[src/rtl/fft64_reorder.sv]
// fft64_reorder: converts bit-reversed 64-point FFT frames to natural bin order.
// One frame is buffered in a ping-pong memory while the previous one is read out.
module fft64_reorder #(
    parameter int DW = 17
) (
    input  logic                 CLK,
    input  logic                 RST,
    input  logic                 valid_b,
    input  logic signed [DW-1:0] br,
    input  logic signed [DW-1:0] bi,
    output logic                 valid_o,
    output logic                 sof_o,
    output logic [5:0]           idx_o,
    output logic signed [DW-1:0] yr,
    output logic signed [DW-1:0] yi
);

    typedef enum logic {
        IDLE,
        READ
    } state_t;

    function automatic logic [5:0] bitrev6(input logic [5:0] a);
        return {a[0], a[1], a[2], a[3], a[4], a[5]};
    endfunction

    logic [2*DW-1:0] bank0 [64];
    logic [2*DW-1:0] bank1 [64];

    logic [5:0]      wcnt;
    logic            wsel;
    logic            frame_done;
    logic [5:0]      waddr;

    state_t          state;
    logic [5:0]      rcnt;
    logic            rsel;
    logic [2*DW-1:0] rdata;

    assign waddr = bitrev6(wcnt);
    assign rdata = rsel ? bank1[rcnt] : bank0[rcnt];

    // Write-side sample counter, bank toggle and end-of-frame pulse.
    always_ff @(posedge CLK) begin
        if (RST) begin
            wcnt       <= '0;
            wsel       <= 1'b0;
            frame_done <= 1'b0;
        end else begin
            frame_done <= 1'b0;
            if (valid_b) begin
                wcnt <= wcnt + 6'd1;
                if (wcnt == 6'd63) begin
                    wsel       <= ~wsel;
                    frame_done <= 1'b1;
                end
            end
        end
    end

    // Store each accepted sample at its bit-reversed address in the write bank.
    always_ff @(posedge CLK) begin
        if (!RST && valid_b) begin
            if (wsel)
                bank1[waddr] <= {br, bi};
            else
                bank0[waddr] <= {br, bi};
        end
    end

    // Read FSM: issues addresses 0..63 of the filled bank and registers the read data.
    // wsel has already toggled when frame_done is seen, so ~wsel is the bank just filled.
    always_ff @(posedge CLK) begin
        if (RST) begin
            state   <= IDLE;
            rcnt    <= '0;
            rsel    <= 1'b0;
            valid_o <= 1'b0;
            sof_o   <= 1'b0;
            idx_o   <= '0;
            yr      <= '0;
            yi      <= '0;
        end else begin
            valid_o <= 1'b0;
            sof_o   <= 1'b0;
            case (state)
                IDLE: begin
                    if (frame_done) begin
                        rsel  <= ~wsel;
                        rcnt  <= '0;
                        state <= READ;
                    end
                end
                READ: begin
                    valid_o <= 1'b1;
                    sof_o   <= (rcnt == 6'd0);
                    idx_o   <= rcnt;
                    yr      <= $signed(rdata[2*DW-1:DW]);
                    yi      <= $signed(rdata[DW-1:0]);
                    rcnt    <= rcnt + 6'd1;
                    if (rcnt == 6'd63) begin
                        if (frame_done) begin
                            rsel <= ~wsel;
                            rcnt <= '0;
                        end else begin
                            state <= IDLE;
                        end
                    end
                end
                default: state <= IDLE;
            endcase
        end
    end

endmodule

[config.mk]
export PLATFORM = sky130hd
export DESIGN_NAME = fft64_reorder
export DESIGN_NICKNAME = d
export VERILOG_FILES = /design/src/rtl/fft64_reorder.sv
export SDC_FILE = /design/constraint.sdc
export NUM_CORES = 2
export LEC_CHECK = 0
export BUFFER_PORTS_ARGS = -buffer_cell sky130_fd_sc_hd__buf_4
export CORE_MARGIN = 10
export CORE_UTILIZATION = 51
export DETAILED_ROUTE_END_ITERATION = 16
export PLACE_DENSITY_LB_ADDON = 0.12
export SLEW_MARGIN = 40
export SYNTH_ARGS = -nofsm -noshare
export SYNTH_HDL_FRONTEND = slang
export SYNTH_MEMORY_MAX_BITS = 65536
export SYNTH_SLANG_ARGS = --single-unit
[constraint.sdc]
create_clock -name CLK -period 10.3 [get_ports CLK]
set_input_delay 2.06 -clock CLK [delete_from_list [all_inputs] [get_ports CLK]]
set_output_delay 2.06 -clock CLK [all_outputs]
set_load 0.005 [all_outputs]
==> Flow_metrics.wiki <==
{| class="wikitable"
! Metric !! Value
|-
| Outcome || complete, no violations
|-
| Final period util || 48.87%
|-
| Warning count from the yosys run || 0
|-
| Average detailed-routed wire length per instance || between 30 and 40 um
|-
| Gp weighted congestion || 0.8911
|-
| Number of global-route vias before repair || 80460
|-
| Cell area reported after detailed placement || 178400 um^2
|-
| CTS-repair resized insts || 0
|-
| Clock sink count || 4416
|-
| Setup Crit Path Kind || flip-flop to flip-flop
|-
| Register-to-Register Setup Slack || 5.27 ns
|-
| Starting utilization of the core area || ~51%
|-
| Die height || 595.6 um
|-
| Data required time at the worst endpoint || 11.13 ns
|-
| Minimum clock period after layout || 5.033 ns
|-
| Actual transition at the worst max-transition pin || just over 1 ns
|-
| DRC violation count after routing || 0
|-
| Hold WC Path Type || flip-flop to flip-flop
|-
| First-pass GRT wire length || 655.9 mm
|-
| Number of hold-slack violations in the final timing report || 0
|-
| Global route total overflow || 0
|-
| Drt first pass iters || 6
|-
| Number of distinct library cells after synthesis || 66
|-
| Count of vias placed by the detailed router || 81710
|-
| Iteration-0 DRC count of the detailed router || 12010
|-
| Delay of the slowest critical-path stage || 0.89 ns
|-
| Top Ports || 79
|-
| R2R cell count || 10
|-
| Fraction of the yosys area taken by sequential cells || 78.10%
|-
| Critical path cell sequence || buf_12 -> buf_16 -> buf_12 -> buf_16 -> mux4_2 -> a22o_1 -> a221oi_1 -> a22oi_1 -> o21ai_1 -> a311oi_1
|-
| Layout area overhead || 14.17%
|-
| Post-Synthesis Mean Instance Area || between 20 and 25 um^2
|-
| Remaining number of nets flagged by the antenna check after routing || 0
|-
| WP data arrival || 5.86 ns
|-
| Most area-consuming cells after synthesis || sky130_fd_sc_hd__edfxtp_1 77%, sky130_fd_sc_hd__mux4_2 14%, sky130_fd_sc_hd__mux2i_1 1.9%
|-
| Clock insertion delay at the later pin of the skew report || 1.00 ns
|-
| Cell taking the most area after synthesis || sky130_fd_sc_hd__edfxtp_1
|-
| Worst IR Drop VDD || approximately 0.15 mV
|-
| CTS Root Buffer Type || sky130_fd_sc_hd__clkbuf_16
|-
| Sum Neg Setup Slack || 0 ns
|-
| Aggregate routed wire length || 472.5 mm
|-
| Critical path endpoint || yr[16]
|-
| TritonCTS clock tree || built
|-
| Antenna violations before repair || 39
|-
| Maxcap violations || 0
|-
| NumNets Final || 7831
|-
| Worst clock skew on the final layout || approximately 0.075 ns
|-
| FF+latch count, synth || 4416
|-
| Number of pins exceeding their max-slew limit in the final report || 0
|-
| Number of buffers inserted by hold repair at cts || 0
|-
| CTS H-tree depth || 5
|-
| Buffers on Ports || 78
|-
| Tightest slew margin relative to the limit || 32.64%
|-
| Critical path peak fanout || 67
|-
| Top cells by instance count after synthesis || 4352 x sky130_fd_sc_hd__edfxtp_1, 1084 x sky130_fd_sc_hd__mux4_2, 315 x sky130_fd_sc_hd__mux2i_1
|-
| Fraction of final layout cells sized beyond drive strength 1 || 28.77%
|-
| Leakage power total || just under 60 nW
|-
| Final Setup Violations || 0
|-
| Maximum frequency from static timing analysis || 0.1987 GHz
|-
| RSZ-0062 raised after global routing || no
|-
| HPWL Detailed || between 200 and 300 mm
|-
| R2R Path End || yr[16]
|-
| Post-synth EDFFs || 4352
|-
| Clock-pin slew on the worst setup and hold paths || 0.06 ns
|-
| Crit-path slowest cell || sky130_fd_sc_hd__dfxtp_4
|-
| Maximum number of pins on one net before global-route repair || 126
|-
| Inserted Clock Buffers || 448
|-
| Cell count after synthesis || about 7300
|-
| Buffer depth of the longest clock path || 4
|-
| Hold Slack || 0.5417 ns
|-
| All-Layer GR Usage || between 20% and 30%
|-
| Type of origin of the critical path || flip-flop
|-
| Area of all placed cells without fillers || 192900 um^2
|-
| Most frequently used cell type in the post-synthesis netlist || sky130_fd_sc_hd__edfxtp_1
|-
| Floorplan core area || 330300 um^2
|-
| Via density per instance || 6.516
|-
| Synthesized cell area || 169000 um^2
|-
| Most used flip-flop cell after synthesis || sky130_fd_sc_hd__edfxtp_1
|-
| Power per Cell Area || 187.3 nW/um^2
|-
| Cell Rows || approximately 210
|-
| Synthesized netlist net count || ~7400
|-
| Die Area || 354700 um^2
|-
| Chip width || 595.6 um
|-
| FFs w/ async S/R, synth || 0%
|-
| Kind of capture point of the worst setup path || flip-flop
|-
| Top cell type's share of synthesized area || 77.34%
|-
| Number of buffers added for setup after CTS || 0
|}
final cells by class:
cell class,count,area (um^2)
Fill cell,23360,137400
Sequential cell,4416,132000
Multi-Input combinational cell,2492,35750
Clock buffer,567,11830
Tap cell,4366,5463
Timing Repair Buffer,418,5391
Clock inverter,257,2397
Inverter,10,55.05
Antenna cell,15,37.54
per-layer routing:
metal / GRT usage [%] / share of wire [%]
met1: 37.63 / 39
met4: 10.29 / 4.7
met2: 40.11 / 47
met3: 5.046 / 9.3
met5: 0 / 0.0093
state kept, by name, indices dropped and copies added (netlist names), named ones only:
register    flops
bank0        2176
bank1        2176
frame_done      1
idx_o           6
rcnt            6
rsel            1
sof_o           1
state           1
valid_o         1
wcnt            6
wsel            1
yi             17
yr             17
where the power goes:
| group | switching (mW) | leakage (nW) | internal (mW) |
|---|---|---|---|
| sequential | 0.00546 | 39.6 | 19.7 |
| clock | 6.81 | 6.94 | 9.04 |
| combinational | 0.458 | 11.4 | 0.0705 |
through the flow:
stage	util (%)	instances	setup slack [ns]	total power, mW
finish	58.41	12540	5.267	36.14
CTS	58.31	12520	5.379	36.33
floorplan	-	7341	5.414	20.19
global placement	53.02	11560	4.401	20.62
detailed placement	54.00	11690	5.002	20.66
global route	58.40	12530	4.995	37.04
logic make-up after synthesis:
group	Yosys count	share of synthesized area [%]
flops	4416	78.10
xor+xnor	8	0.04147
mux	1409	16.41
buf+inv	433	1.605
simple gates	474	1.325
compound gates	593	2.462
fa+ha+maj	8	0.05924
worst min-delay path by stage:
stage,start,endpoint,slack (ns),cells after the start
global route,yr[12],yr[12],0.58,2
floorplan,frame_done,state,0.48,2
global placement,frame_done,state,0.52,2
finish,yr[10],yr[10],0.54,2
detailed placement,frame_done,state,0.51,2
CTS,frame_done,state,0.53,2
cells in the final DEF (no fill, tap or decap), types with 12 or more instances in the layout:
cell type,n
sky130_fd_sc_hd__clkinv_1,114
sky130_fd_sc_hd__nand3_2,13
sky130_fd_sc_hd__o22ai_1,116
sky130_fd_sc_hd__clkinv_8,12
sky130_fd_sc_hd__nor2_1,72
sky130_fd_sc_hd__nor3_1,18
sky130_fd_sc_hd__o221ai_1,53
sky130_fd_sc_hd__buf_8,57
sky130_fd_sc_hd__o21ai_1,13
sky130_fd_sc_hd__buf_12,33
sky130_fd_sc_hd__nor3_2,14
sky130_fd_sc_hd__buf_16,61
sky130_fd_sc_hd__buf_4,216
sky130_fd_sc_hd__diode_2,15
sky130_fd_sc_hd__a311oi_1,12
sky130_fd_sc_hd__clkbuf_1,107
sky130_fd_sc_hd__buf_6,51
sky130_fd_sc_hd__nand4_1,12
sky130_fd_sc_hd__a211oi_1,69
sky130_fd_sc_hd__clkinv_2,72
sky130_fd_sc_hd__nand2_1,52
sky130_fd_sc_hd__bufinv_16,37
sky130_fd_sc_hd__and2_1,33
sky130_fd_sc_hd__or3_1,14
sky130_fd_sc_hd__mux2i_1,313
sky130_fd_sc_hd__mux4_2,1084
sky130_fd_sc_hd__nand3_1,41
sky130_fd_sc_hd__edfxtp_1,4352
sky130_fd_sc_hd__a31oi_1,16
sky130_fd_sc_hd__nor2b_1,34
sky130_fd_sc_hd__clkbuf_16,453
sky130_fd_sc_hd__dfxtp_1,57
sky130_fd_sc_hd__nor2_4,129
sky130_fd_sc_hd__a21oi_1,54
sky130_fd_sc_hd__o21ai_0,53
sky130_fd_sc_hd__a22oi_1,89
sky130_fd_sc_hd__a211oi_2,12
sky130_fd_sc_hd__a22o_1,14
worst max-delay path, delay by kind of cell (launching register included):
family	cells	cell delay (ns)
muxes	1	0.57
AOI/OAI and AO/OA	5	1.74
DFF	1	0.89
buffers and inverters	4	1.53
Note: power is estimated with default switching activity, not from simulation.
